## src/rtl/hm01b0_pattern_gen.sv

```systemverilog
// hm01b0_pattern_gen: synthetic HM01B0-style camera source with programmable frame geometry and test patterns.
`timescale 1ns/1ps
module hm01b0_pattern_gen #(
    parameter int WIDTH           = 320,
    parameter int HEIGHT          = 240,
    parameter int HBLANK          = 10,
    parameter int VBLANK          = 2,
    parameter int BYTES_PER_PIXEL = 1,
    parameter int FRAME_CNT_W     = 16
) (
    input  logic                   mclk,
    input  logic                   nreset,
    input  logic                   enable,
    input  logic                   single_shot,
    input  logic                   trigger,
    input  logic [1:0]             pattern_sel,
    output logic                   pclk,
    output logic [7:0]             pixdata,
    output logic                   hsync,
    output logic                   vsync,
    output logic                   frame_done,
    output logic [FRAME_CNT_W-1:0] frame_count,
    output logic                   busy
);
    localparam int ACT         = WIDTH * BYTES_PER_PIXEL;
    localparam int LINE_LEN    = ACT + HBLANK;
    localparam int FRAME_LINES = HEIGHT + VBLANK;
    localparam int BXW         = $clog2(LINE_LEN);
    localparam int LYW         = $clog2(FRAME_LINES);
    localparam logic [BXW-1:0] BX_LAST = BXW'(LINE_LEN - 1);
    localparam logic [BXW-1:0] BX_ACT  = BXW'(ACT);
    localparam logic [LYW-1:0] LY_LAST = LYW'(FRAME_LINES - 1);
    localparam logic [LYW-1:0] LY_ACT  = LYW'(HEIGHT);

    if (BYTES_PER_PIXEL != 1 && BYTES_PER_PIXEL != 2) begin : g_bpp_check
        $error("BYTES_PER_PIXEL must be 1 or 2");
    end

    typedef enum logic {IDLE, FRAME} state_t;

    state_t                 state, nstate;
    logic [BXW-1:0]         bx, nbx, pxb;
    logic [LYW-1:0]         ly, nly;
    logic [1:0]             psel, npsel;
    logic [FRAME_CNT_W-1:0] nfc;
    logic [7:0]             px, py, v, npix;
    logic                   start, fend, nvs, nhs, nfd;

    assign pclk  = mclk;
    assign busy  = state == FRAME;
    assign start = single_shot ? trigger : enable;
    assign fend  = state == FRAME && bx == BX_LAST && ly == LY_LAST;

    always_comb begin
        nstate = state;
        nbx    = bx;
        nly    = ly;
        npsel  = psel;
        nfc    = frame_count;
        if (state == IDLE) begin
            if (start) begin
                nstate = FRAME;
                nbx    = '0;
                nly    = '0;
                npsel  = pattern_sel;
            end
        end else if (fend) begin
            nfc    = frame_count + 1'b1;
            nbx    = '0;
            nly    = '0;
            npsel  = pattern_sel;
            nstate = (!single_shot && enable) ? FRAME : IDLE;
        end else if (bx == BX_LAST) begin
            nbx = '0;
            nly = ly + 1'b1;
        end else begin
            nbx = bx + 1'b1;
        end
    end

    // Outputs are computed from the position being loaded so they line up with it.
    always_comb begin
        nvs  = nstate == FRAME && nly < LY_ACT;
        nhs  = nvs && nbx < BX_ACT;
        nfd  = nstate == FRAME && nbx == BX_LAST && nly == LY_LAST;
        pxb  = (BYTES_PER_PIXEL == 2) ? (nbx >> 1) : nbx;
        px   = 8'(pxb);
        py   = 8'(nly);
        v    = npsel == 2'd0 ? px + py :
               npsel == 2'd1 ? {8{px[3] ^ py[3]}} :
               npsel == 2'd2 ? 8'(nfc) : px;
        npix = !nhs ? 8'h00 : (BYTES_PER_PIXEL == 2 && nbx[0]) ? ~v : v;
    end

    always_ff @(posedge mclk or negedge nreset) begin
        if (!nreset) begin
            state       <= IDLE;
            bx          <= '0;
            ly          <= '0;
            psel        <= '0;
            frame_count <= '0;
            pixdata     <= '0;
            hsync       <= 1'b0;
            vsync       <= 1'b0;
            frame_done  <= 1'b0;
        end else begin
            state       <= nstate;
            bx          <= nbx;
            ly          <= nly;
            psel        <= npsel;
            frame_count <= nfc;
            pixdata     <= npix;
            hsync       <= nhs;
            vsync       <= nvs;
            frame_done  <= nfd;
        end
    end
endmodule

```

## config.mk

```make
export PLATFORM = sky130hd
export DESIGN_NAME = hm01b0_pattern_gen
export DESIGN_NICKNAME = d
export VERILOG_FILES = /design/src/rtl/hm01b0_pattern_gen.sv
export SDC_FILE = /design/constraint.sdc
export NUM_CORES = 1
export LEC_CHECK = 0
export ABC_AREA = 0
export CORE_MARGIN = 2
export CORE_UTILIZATION = 30
export DETAILED_ROUTE_END_ITERATION = 8
export DONT_BUFFER_PORTS = 1
export GPL_ROUTABILITY_DRIVEN = 0
export PLACE_DENSITY = 0.43
export SLEW_MARGIN = 15
export SYNTH_ARGS = -nofsm -noshare
export SYNTH_HDL_FRONTEND = slang
export SYNTH_SLANG_ARGS = --single-unit
```

## constraint.sdc

```tcl
create_clock -name mclk -period 6.6 [get_ports mclk]
set_input_delay 1.65 -clock mclk [delete_from_list [all_inputs] [get_ports mclk]]
set_output_delay 1.65 -clock mclk [all_outputs]
set_load 0.005 [all_outputs]
```

Yosys cells after proc, flatten, opt, wreduce, memory -nomap -nowiden:

Cells that the tools add are included.

* input bits: 7
* output and inout port bits: 29
* logic and storage cells: 55
* flip-flop bits (word level): 47

* bitwise logic cells: 1
* add/sub/neg operators: 4
* eq/ne operators: 6
* mux-type cells: 22
* magnitude comparators: 2
* reductions and logical operators: 10

Operators by type and width (number)
* $mux W8: 10
* $mux W9: 4
* $eq A9 B9 Y1 const B: 2
* $add A16 B1 Y16 const B: 1
* $eq A8 B8 Y1 const B: 2
* $add A9 B1 Y9 const B: 1
* $lt A9 B9 Y1 const B: 1
* $add A8 B1 Y8 const B: 1
* $add A8 B8 Y8: 1
* $lt A8 B8 Y1 const B: 1
* $logic_and A1 B1 Y1: 7
* $mux W2: 3
* $mux W1: 5
* $eq A2 B1 Y1 const B: 1
* $eq A2 B2 Y1 const B: 1
* $logic_not A2 Y1: 1
* $reduce_and A2 Y1: 1
* $logic_not A1 Y1: 1
* $xor A1 B1 Y1: 1

Depth between registers and ports, before layout:

* depth after elaboration: 10
* gate-level depth with buffers: 17
* depth with buffers taken out: 15

==> run_results.csv <==
group,metric,value,unit
logic_synthesis,syn_area_per_cell,9.61,sq um
logic_synthesis,ys_ff_latch,47,
sta,slew_headroom,47.0,%
setup_path,timing.rr.end,"pixdata[5]",
power_and_ir_drop,p_leak,0.00135,uW
floorplanning,die_y,102,microns
clock_network,h-tree-depth,2,
finish,num-nets-final,311,
clock_network,cts_resized,0,
power_and_ir_drop,p_sw_share,37.0,%
detailed_routing,wl_met3,416,microns
global_route,grt_pass1_vias,2244,
clock_network,cts_setup_buffers,0,
finish,final_common_cell,"dfrtp_1",
logic_synthesis,synth_nets,317,
global_route,grt_overflow,0,
sta,tightestPinTransition,0.785,ns
placed_design,portBuffers,0,
logic_synthesis,syn_inst,298,
detailed_routing,wl_met2,3280,microns
logic_synthesis,ys_warn_count,0,
power_and_ir_drop,p_int,644,uW
detailed_routing,wl_per_cell,17.5,microns
floorplanning,dieArea,10300,sq um
logic_synthesis,synthFlopType,"dfrtp_1",
detailed_routing,drt-pass1-iter-count,4,
clock_network,cts_root_buf,"clkbuf_8",
setup_path,crit_path_end_kind,"output pin",
sta,rsz0062_at_grt,"false",
clock_network,cts_sinks,47,
min_path,whs_path_depth,1,
global_route,grt_pass1_wl,12100,microns
finish,stdcell_area,3090,sq um
setup_path,crit_fanout,2,
clock_network,clkTransAtPathRegs,0.09,ns
outcome,status,"finished, final reports clean",
min_path,worstHoldStart,"frame_count[15]",
setup_path,r2r_slack,2.41,ns
detailed_routing,antenna_left,0,
power_and_ir_drop,seq_power_share,39.1,%
power_and_ir_drop,pwr_density_cell,331,nW/um^2
floorplanning,dieWidth,102,microns
floorplanning,placementRows,35,
finish,nFillCells,949,
logic_synthesis,netlist_area,2860,sq um
sta,clock_skew,0.0148,ns
setup_path,critical_path_class,"clock port to output pin",
floorplanning,design.portCount,36,
logic_synthesis,synth_edf_count,0,
global_route,grt_usage,15.1,%
finish,mostFrequentLayoutCells,"dfrtp_1 (47), nand2_1 (25), o21ai_0 (21)",
clock_network,clk_latency,0.30,ns
finish,drive_gt1_share,7.85,%
setup_path,reg2reg_depth,13,
power_and_ir_drop,p_sw,379,uW
detailed_routing,drtIter0Drc,109,
detailed_routing,finalWirelength,7370,microns
placed_design,placedInstanceArea,2950,sq um
detailed_routing,top_layer,"met4",
finish,finish.utilization,33.4,%
logic_synthesis,yosysUniqueCellTypes,56,
setup_path,worstPathArrival,3.30,ns
sta,holdWs,0.506,ns
clock_network,numCtsBuffers,5,
power_and_ir_drop,p_clk_share,24.4,%
sta,setup_violations,0,
global_route,antenna_found_initial,0,
clock_network,postCtsHoldBufs,0,
clock_network,cts_buffer_depth,2,
global_route,grt_max_degree,48,
logic_synthesis,yosysSeqAreaShare,41.1,%
sta,fin_tns_setup,0,ns
power_and_ir_drop,ir_drop,0.167,mV
power_and_ir_drop,combPwrFrac,36.5,%
job,drv_cap,0,
detailed_routing,m1WireLength,3640,microns
finish,area_growth,7.95,%
detailed_routing,vias_per_cell,5.23,
floorplanning,coreArea,9240,sq um
finish,num_antenna_cells,0,
setup_path,start_kind,"clock port",
sta,maxSlewViolCount,0,
floorplanning,initial_utilization,31.0,%
logic_synthesis,synthArstFlopShare,100,%
min_path,holdPathEnd,"frame_count[15]",
detailed_routing,drc,0,
detailed_routing,vias,2207,
placed_design,place_hpwl,5390,microns
sta,hold_viol_final,0,
setup_path,required,4.95,ns
clock_network,cts_tree,"done",
min_path,hp-class,"flop to flop",
setup_path,reg2reg_from,"bx[0]",
## layout make-up
class	count	area [sq um]	share of cell area [%]
clock buffers	6	72.6	2.35
well taps	129	161	5.22
multi-input cells	227	1580	51.0
flip-flops and latches	47	1180	38.1
clock inverters	2	60.1	1.94
repair buffers	1	7.51	0.243
inverters	10	37.5	1.21
## power by group through the flow
| stage | logic, uW | registers [uW] | clock network (uW) |
|---|---|---|---|
| floorplan | 309 | 378 | 9.82 |
| global placement | 376 | 409 | 0 |
| detailed placement | 371 | 405 | 0 |
| CTS | 375 | 400 | 263 |
| global route | 427 | 410 | 275 |
| finish | 373 | 400 | 250 |
## layer usage
layer  GRT usage, %  vias up
met5              0        -
met4           2.81        0
met3           3.24        6
met2           22.9       39
met1           22.2     1078
li1               -     1084
## state kept, by name, summed over array words and instances, names as in the netlist
register     count
frame_done       1
hsync            1
frame_count     16
busy             1
bx               9
vsync            1
psel             2
ly               8
pixdata          8
## worst max path at each step
stage	slack, ns	to	depth (start not counted)	start
after floorplan	1.54	pclk	1	mclk
after global placement	1.65	pclk	0	mclk
after detailed placement	1.65	pclk	0	mclk
after CTS	1.65	pclk	0	mclk
after global routing	1.65	pclk	0	mclk
final	1.65	pclk	0	mclk
## cell usage after synthesis, types with 3 or more instances
cell type / n / area, sq um
nand2_1: 25 / 93.8
clkbuf_1: 6 / 22.5
xnor2_1: 16 / 140
nand3_1: 15 / 75.1
o21ai_0: 21 / 105
ha_1: 12 / 150
buf_2: 5 / 25.0
nor2_1: 19 / 71.3
and2_1: 3 / 18.8
a211oi_1: 3 / 22.5
a21o_1: 6 / 45.0
nand4bb_1: 3 / 33.8
xor2_1: 6 / 52.6
inv_1: 9 / 33.8
o211ai_1: 6 / 45.0
mux2i_1: 5 / 50.1
or3_1: 4 / 25.0
and3_1: 4 / 25.0
o41ai_1: 3 / 26.3
nand4_1: 7 / 43.8
nor3_1: 11 / 55.1
a21oi_1: 12 / 60.1
o31ai_1: 3 / 22.5
a31oi_1: 3 / 18.8
dfrtp_1: 47 / 1180
## kinds of logic (layout without fill, tap and decap cells)
logic type | Yosys count | count (layout) | synth area share [%]
flops | 47 | 47 | 41.1
compound gates | 76 | 76 | 18.3
simple gates | 111 | 111 | 22.5
buf+inv | 24 | 19 | 4.02
fa+ha+maj | 12 | 12 | 5.24
xor+xnor | 22 | 22 | 6.73
mux | 6 | 6 | 2.14
## metrics by stage
| stage | power (uW) | std cells | setup WS, ns |
|---|---|---|---|
| after floorplan | 696 | 298 | 1.54 |
| after global placement | 785 | 414 | 1.65 |
| after detailed placement | 776 | 414 | 1.65 |
| after CTS | 1040 | 422 | 1.65 |
| after global routing | 1110 | 422 | 1.65 |
| final | 1020 | 422 | 1.65 |
## worst reg2reg max path, cell delays in order (launching register included)
cell,delay [ns]
dfrtp_1,0.47
ha_1,0.18
nand4bb_1,0.51
o41ai_4,0.79
a41oi_1,0.09
o21ai_0,0.17
o31ai_1,0.16
ha_1,0.39
and2_1,0.22
a32o_1,0.28
nor3_1,0.18
mux2i_1,0.27
a211oi_1,0.07
a211oi_1,0.30
Note: power is estimated with default switching activity, not from simulation.
